## config.mk

```make
export PLATFORM = sky130hd
export DESIGN_NAME = cache_wb_ctrl_flat
export DESIGN_NICKNAME = d
export VERILOG_FILES = /design/src/rtl/cache_wb_ctrl_if.sv /design/src/rtl/cache_wb_ctrl.sv /design/src/flat_wrapper.sv
export SDC_FILE = /design/constraint.sdc
export NUM_CORES = 1
export LEC_CHECK = 0
export BUFFER_PORTS_ARGS = -buffer_cell sky130_fd_sc_hd__buf_2
export CAP_MARGIN = 40
export CORE_AREA = 2 2 39 41
export CTS_CLUSTER_SIZE = 8
export DETAILED_ROUTE_END_ITERATION = 16
export DIE_AREA = 0 0 41 43
export GPL_ROUTABILITY_DRIVEN = 1
export SETUP_SLACK_MARGIN = 0.3
export SYNTH_ARGS = -nofsm -noshare
export SYNTH_HDL_FRONTEND = slang
export SYNTH_SLANG_ARGS = --single-unit
```

## constraint.sdc

```tcl
create_clock -name clk -period 1.9 [get_ports clk]
set_input_delay 0.19 -clock clk [delete_from_list [all_inputs] [get_ports clk]]
set_output_delay 0.19 -clock clk [all_outputs]
set_load 0.005 [all_outputs]
```

## src/rtl/cache_wb_ctrl_if.sv

```systemverilog
// Purpose: signal bundle between the LSU/tag array/memory port and cache_wb_ctrl.
// Ports:   slave modport is the controller view, master modport is the environment view.
// Latency: none, pure wiring. Backpressure: memory beats advance only on mem_ready.
interface cache_wb_ctrl_if #(
  parameter int WORDS_PER_LINE = 4
);
  // Request side
  logic                              req_valid;
  logic                              req_we;
  logic                              hit;
  logic                              dirty;
  // Memory beat handshake
  logic                              mem_ready;
  // Controller outputs
  logic                              stall;
  logic                              reg_write_enable;
  logic                              cache_we;
  logic                              cache_in_select;
  logic                              tag_we;
  logic                              mem_we;
  logic                              mem_re;
  logic                              mem_in_select;
  logic [$clog2(WORDS_PER_LINE)-1:0] beat_idx;

  modport slave (
    input  req_valid, req_we, hit, dirty, mem_ready,
    output stall, reg_write_enable, cache_we, cache_in_select, tag_we,
           mem_we, mem_re, mem_in_select, beat_idx
  );

  modport master (
    output req_valid, req_we, hit, dirty, mem_ready,
    input  stall, reg_write_enable, cache_we, cache_in_select, tag_we,
           mem_we, mem_re, mem_in_select, beat_idx
  );
endinterface

```

## src/rtl/cache_wb_ctrl.sv

```systemverilog
// Purpose: write-back cache controller; hit service, dirty-line write-back, multi-beat refill.
// Latency: hits complete in the request cycle; misses stall until the line is refilled and replayed.
// Backpressure: each memory beat waits for a mem_ready pulse; stall holds the pipeline meanwhile.
// Ports: clk, rst_b (async active-low), bus (cache_wb_ctrl_if.slave).
//        Optional macro CACHE_WB_CTRL_STATS_EN adds hit_count/miss_count/wb_count outputs.
module cache_wb_ctrl #(
  parameter int WORDS_PER_LINE = 4,
  parameter int BEAT_W         = $clog2(WORDS_PER_LINE)
) (
  input  logic                clk,
  input  logic                rst_b,
  cache_wb_ctrl_if.slave      bus
`ifdef CACHE_WB_CTRL_STATS_EN
  ,
  output logic [31:0]         hit_count,
  output logic [31:0]         miss_count,
  output logic [31:0]         wb_count
`endif
);

  localparam logic [1:0] IDLE      = 2'd0;
  localparam logic [1:0] WRITEBACK = 2'd1;
  localparam logic [1:0] FILL      = 2'd2;
  localparam logic [1:0] RESOLVE   = 2'd3;

  localparam logic [BEAT_W-1:0] LAST_BEAT = BEAT_W'(WORDS_PER_LINE - 1);

  logic [1:0]        state_q, state_d;
  logic [BEAT_W-1:0] beat_q, beat_d;

  logic stall, rwe, c_we, c_sel, t_we, m_we, m_re, m_sel;
  logic miss_start, wb_start;

  always_comb begin
    state_d    = state_q;
    beat_d     = beat_q;
    stall      = 1'b0;
    rwe        = 1'b0;
    c_we       = 1'b0;
    c_sel      = 1'b0;
    t_we       = 1'b0;
    m_we       = 1'b0;
    m_re       = 1'b0;
    m_sel      = 1'b0;
    miss_start = 1'b0;
    wb_start   = 1'b0;
    case (state_q)
      IDLE: begin
        if (bus.req_valid) begin
          if (bus.hit) begin
            rwe   = !bus.req_we;
            c_we  = bus.req_we;
            c_sel = bus.req_we;
          end else begin
            stall      = 1'b1;
            beat_d     = '0;
            miss_start = 1'b1;
            wb_start   = bus.dirty;
            state_d    = bus.dirty ? WRITEBACK : FILL;
          end
        end
      end
      WRITEBACK: begin
        stall = 1'b1;
        m_we  = 1'b1;
        m_sel = 1'b1;
        if (bus.mem_ready) begin
          if (beat_q == LAST_BEAT) begin
            beat_d  = '0;
            state_d = FILL;
          end else begin
            beat_d = beat_q + 1'b1;
          end
        end
      end
      FILL: begin
        stall = 1'b1;
        m_re  = 1'b1;
        if (bus.mem_ready) begin
          // Fill data is written in the same cycle the beat completes.
          c_we   = 1'b1;
          beat_d = beat_q + 1'b1;  // wraps to 0 on the last beat
          if (beat_q == LAST_BEAT) state_d = RESOLVE;
        end
      end
      default: begin  // RESOLVE
        stall   = 1'b1;
        t_we    = 1'b1;
        state_d = IDLE;
      end
    endcase
  end

  always_ff @(posedge clk or negedge rst_b) begin
    if (!rst_b) begin
      state_q <= IDLE;
      beat_q  <= '0;
    end else begin
      state_q <= state_d;
      beat_q  <= beat_d;
    end
  end

  // Outputs are forced low while reset is held so an in-flight request
  // cannot raise stall or enables before reset releases.
  assign bus.stall            = rst_b & stall;
  assign bus.reg_write_enable = rst_b & rwe;
  assign bus.cache_we         = rst_b & c_we;
  assign bus.cache_in_select  = rst_b & c_sel;
  assign bus.tag_we           = rst_b & t_we;
  assign bus.mem_we           = rst_b & m_we;
  assign bus.mem_re           = rst_b & m_re;
  assign bus.mem_in_select    = rst_b & m_sel;
  assign bus.beat_idx         = beat_q;

`ifdef CACHE_WB_CTRL_STATS_EN
  logic        replay_q, replay_d;
  logic [31:0] hit_cnt_q, miss_cnt_q, wb_cnt_q;
  logic        hit_evt;

  // The replay after a refill is the same request, so it is not a new hit.
  assign hit_evt  = (state_q == IDLE) && bus.req_valid && bus.hit && !replay_q;
  assign replay_d = (state_q == RESOLVE) ? 1'b1 :
                    (state_q == IDLE)    ? 1'b0 : replay_q;

  always_ff @(posedge clk or negedge rst_b) begin
    if (!rst_b) begin
      replay_q   <= 1'b0;
      hit_cnt_q  <= '0;
      miss_cnt_q <= '0;
      wb_cnt_q   <= '0;
    end else begin
      replay_q <= replay_d;
      if (hit_evt)    hit_cnt_q  <= hit_cnt_q + 32'd1;
      if (miss_start) miss_cnt_q <= miss_cnt_q + 32'd1;
      if (wb_start)   wb_cnt_q   <= wb_cnt_q + 32'd1;
    end
  end

  assign hit_count  = hit_cnt_q;
  assign miss_count = miss_cnt_q;
  assign wb_count   = wb_cnt_q;
`else
  logic unused_stats;
  assign unused_stats = miss_start ^ wb_start;
`endif

endmodule

```

## src/flat_wrapper.sv

```systemverilog
// flat-port wrapper written by rule: the top's interface ports become plain ports
module cache_wb_ctrl_flat 
#(
  parameter int WORDS_PER_LINE = 4,
  parameter int BEAT_W         = $clog2(WORDS_PER_LINE)
)
  (clk, rst_b, bus_req_valid, bus_req_we, bus_hit, bus_dirty, bus_mem_ready, bus_stall, bus_reg_write_enable, bus_cache_we, bus_cache_in_select, bus_tag_we, bus_mem_we, bus_mem_re, bus_mem_in_select, bus_beat_idx);
  cache_wb_ctrl_if #(.WORDS_PER_LINE(WORDS_PER_LINE)) bus_i ();
  input  logic clk;
  input  logic rst_b;
  input wire logic [$bits(bus_i.req_valid)-1:0] bus_req_valid;
  input wire logic [$bits(bus_i.req_we)-1:0] bus_req_we;
  input wire logic [$bits(bus_i.hit)-1:0] bus_hit;
  input wire logic [$bits(bus_i.dirty)-1:0] bus_dirty;
  input wire logic [$bits(bus_i.mem_ready)-1:0] bus_mem_ready;
  output wire logic [$bits(bus_i.stall)-1:0] bus_stall;
  output wire logic [$bits(bus_i.reg_write_enable)-1:0] bus_reg_write_enable;
  output wire logic [$bits(bus_i.cache_we)-1:0] bus_cache_we;
  output wire logic [$bits(bus_i.cache_in_select)-1:0] bus_cache_in_select;
  output wire logic [$bits(bus_i.tag_we)-1:0] bus_tag_we;
  output wire logic [$bits(bus_i.mem_we)-1:0] bus_mem_we;
  output wire logic [$bits(bus_i.mem_re)-1:0] bus_mem_re;
  output wire logic [$bits(bus_i.mem_in_select)-1:0] bus_mem_in_select;
  output wire logic [$bits(bus_i.beat_idx)-1:0] bus_beat_idx;
  assign bus_i.req_valid = bus_req_valid;
  assign bus_i.req_we = bus_req_we;
  assign bus_i.hit = bus_hit;
  assign bus_i.dirty = bus_dirty;
  assign bus_i.mem_ready = bus_mem_ready;
  assign bus_stall = bus_i.stall;
  assign bus_reg_write_enable = bus_i.reg_write_enable;
  assign bus_cache_we = bus_i.cache_we;
  assign bus_cache_in_select = bus_i.cache_in_select;
  assign bus_tag_we = bus_i.tag_we;
  assign bus_mem_we = bus_i.mem_we;
  assign bus_mem_re = bus_i.mem_re;
  assign bus_mem_in_select = bus_i.mem_in_select;
  assign bus_beat_idx = bus_i.beat_idx;
  cache_wb_ctrl #(.WORDS_PER_LINE(WORDS_PER_LINE), .BEAT_W(BEAT_W)) u_core (.clk(clk), .rst_b(rst_b), .bus(bus_i));
endmodule
```

# Word level (Yosys, flattened, before mapping)
# Index checks and enable logic that the tools add are counted.
# Widths: inputs -> output; s select.
# classes
add_sub_neg	1
n_eq_ne	9
muxes	28
n_bitwise	7
n_reduce_logical	6
# ops
op	n
$mux 2	12
$mux 1	13
$pmux 2 s3	2
$ne 2x2->1 const B	4
$and 1x1->1	7
$reduce_and 6->1	1
$reduce_and 5->1	1
$eq 2x2->1 const B	2
$ne 2x1->1 const B	2
$reduce_bool 3->1	1
$reduce_or 3->1	1
$add 2x1->2 const B	1
$eq 2x1->1 const B	1
$logic_not 2->1	1
$pmux 1 s2	1
$logic_not 1->1	1
# word_totals
ff_bits	4
inputBits	7
word_cells	53

# Logic depth before layout (Yosys ltp)
# depth
word_depth	5
ltp_mapped	5

# Least setup slack after synthesis
# Ideal clock, no wire load.
# synth_path
path_type	register to register
from	reg u_core.state_q[0]
to	reg u_core.state_q[0]
setup_ps	125
t_arrival_ps	1488
required_ps	1775
slack_ps	287
path_stages_with_launch	6
path_buffers	0
period_less_slack_ps	1613
cell_sequence	dfrtp_1 > inv_1 > ha_1 > o21ba_2 > a211o_1 > mux2_4
# synth_between
elab_chain_len	3
elab_cells_between_ends	11
cone_classes	eq/ne (8); mux (1); reduce/logical (2)
# synth_rtl
element	line	rtl
start: declaration	cache_wb_ctrl.sv:28	logic [1:0] state_q, state_d;
start signal: assignment	cache_wb_ctrl.sv:99	state_q <= state_d;
$eq 2x2->1 (tied with other cells)	cache_wb_ctrl.sv:47	case (state_q)
$ne 2x1->1 (no line) or $ne 2x2->1 (tied branches)	n/a	
$reduce_and 6->1 (no line)	n/a	
# Several ways; a longest one is shown, not always the timed one.
# A chain may end at the register's enable or synchronous reset.

# Worst setup path in the final report
# Same ends and word-level chain as after synthesis.

==> flow_summary.ini <==
[run_status]
outcome = finished clean

[timing]
maxSlewHeadroom = 0.8324
slew_violations = 0
finalClockSkew_ps = 0.7911
postLayoutSetupSlackWorst_ps = 278.6
tns_ps = 0
hold_viol = 0
period_needed_ps = 1621
max_freq_mhz = 616.8
setup_violations = 0
fin_crit_sh = 0.8534
rsz0062_at_grt = yes
worstMarginPinSlew_ps = 250.6

[routing]
dr_total_vias = 381
firstDrtPassIters = 1
wl_met3_um = 76
wl_per_cell_um = 12.51
drt-met1-wl_um = 376
first_iter_violations = 0
top_layer = met4
wl_met2_um = 530
postRouteAntennaNets = 0
via_per_inst = 4.704
drc = 0
drt-total-wl_mm = 1.013

[setup_path]
path_max_fanout = 4
arrival_ps = 1730
cp.required_ps = 2010
worstSetupStartpointType = register
crit_type = register to register
cp-end-kind = register

[clock_network]
clock_sinks = 4
cts_inserted_buffers = 3
ctsLongestPathBuffers = 2
cts_tree = yes
htree_levels = 1
clk_latency_ps = 230
root_buffer = clkbuf_4
path_clk_slew_ps = 40

[floorplanning]
start_util = 0.2722
die-height_um = 43
die_x_um = 41
dieArea_um2 = 1763
io_pins = 17
core.rowCount = 14
coreArea_um2 = 1384

[layout]
mostFrequentLayoutCells = buf_2 (16), buf_4 (7)
fillers = 143
insertedDiodeCount = 0
nNetsFinal = 79
final_common_cell = buf_2
drive_gt1_frac = 0.5846
final_cells = 81
area_growth_pct = 65.12

[synth]
synth.avg_cell_area_um2 = 9.657
synth_warnings = 0
synth-seq-cells = 4
synth_area_leaders = dfrtp_1 (27%), ha_1 (17%), mux2i_1 (5.3%)
synth-seq-area-share = 0.2658
synth_area_um2 = 376.6
synth_top_area_frac = 0.2658
yosys.area.top_type = dfrtp_1
syn_nets = 51
synth.distinct_cells = 22
synthCells = 39

[hold_path]
hold_class = input port to register

[job]
maxCapViolations = 0

[placement]
dp_hpwl_um = 654.9
portBuffers = 16
place.gp.congestion = 0.6873
dp_slack_ps = 177.8
post-place-cells = 70

[power_and_ir_drop]
ir_worst_vdd_mv = 0.4773
p_per_area_nw_per_um2 = 1660
p_leak_nw = 0.3255
total_power_mw = 1.033

[global_routing]
grt_overflow = 0
grt_usage = 0.1361
antenna_found_initial = 0
grt_max_degree = 7
grt_pass1_vias = 376
grt_pass1_wl_mm = 1.559
==> layer usage <==
| layer | vias to the layer above | global-route usage |
|---|---|---|
| met5 | - | 0 |
| met4 | 0 | 0.1267 |
| met3 | 4 | 0.02094 |
| met2 | 15 | 0.2156 |
| met1 | 173 | 0.1401 |
| li1 | 189 | - |
==> worst max-delay path: stages, from the launching register on <==
cell and delay (ps):
dfrtp_1 410, inv_2 90, ha_4 180, o21ba_4 210, a211o_1 300, mux2_4 310
==> state kept, by name, indices dropped and copies added (netlist names) <==
register,flops
u_core.state_q,2
u_core.bus.beat_idx,2
==> synthesized netlist by cell type <==
cell type,count
mux2_4,1
ha_1,5
o21ai_0,2
nand2b_1,1
nand3b_1,1
nor3_1,1
nand4_1,1
dfrtp_1,4
inv_1,4
a21o_1,1
a211oi_2,1
a21boi_0,1
nor2_1,2
buf_4,1
mux2_2,1
nor2b_1,2
o21bai_1,1
mux2i_1,2
o211ai_1,1
and2_1,3
a211o_1,1
o21ba_2,2
==> what timing repair did <==
action	in CTS	in global routing
resized for setup	10	4
pin swaps	6	4
gates cloned	0	0
setup endpoints to repair	5	9
hold endpoints to repair	4	0
buffers inserted	6	1
hold buffers	1	0
==> worst paths after layout <==
| path | end | depth (start not counted) | startpoint | slack [ps] |
|---|---|---|---|---|
| worst min-delay path | u_core.state_q[1]$_DFFE_PN0P_ | 4 | bus_dirty | 340 |
| worst max register to register | u_core.state_q[0]$_DFFE_PN0P_ | 5 | u_core.state_q[0]$_DFFE_PN0P_ | 280 |
| worst max-delay path | u_core.state_q[0]$_DFFE_PN0P_ | 5 | u_core.state_q[0]$_DFFE_PN0P_ | 280 |
| min in group asynchronous | u_core.state_q[0]$_DFFE_PN0P_ | 2 | rst_b | 400 |
| max in group asynchronous | u_core.state_q[1]$_DFFE_PN0P_ | 2 | rst_b | 1310 |
| worst min register to register | u_core.bus.beat_idx[1]$_DFFE_PN0P_ | 2 | u_core.bus.beat_idx[1]$_DFFE_PN0P_ | 550 |
==> kinds of logic after synthesis <==
| kind of cell | Yosys count | share of synthesized area |
|---|---|---|
| flip-flops | 4 | 0.2658 |
| AO/OA/AOI/OAI | 10 | 0.2160 |
| buffers and inverters | 5 | 0.05980 |
| AND/OR/NAND/NOR | 11 | 0.1695 |
| adder cells (fa/ha/maj) | 5 | 0.1661 |
| multiplexers | 4 | 0.1229 |
==> cell type report <==
type                    instances  area [µm²]  share of cell area
well taps                      16       20.02             0.03219
inverters                       4       17.52             0.02817
clock buffers                   3       22.52             0.03622
flip-flops and latches          4       101.3              0.1630
multi-input cells              30       317.8              0.5111
repair buffers                 24       142.6              0.2294
==> power breakdown <==
part	switching, mW	internal, mW
registers	0.0504	0.129
logic	0.313	0.438
clock network	0.0309	0.0704
total	0.394	0.638
==> stage by stage <==
stage / util / hold slack (ps) / instance area [µm²]
2_1_floorplan: - / -105.6 / 379.1
3_3_place_gp: 0.3409 / 32.22 / 471.7
3_5_place_dp: 0.3409 / 32.91 / 471.7
4_1_cts: 0.4349 / 312.4 / 601.8
5_1_grt: 0.4494 / 366.6 / 621.8
6_report: 0.4494 / 338.2 / 621.8
No activity file was read; power rests on OpenSTA's default activity.
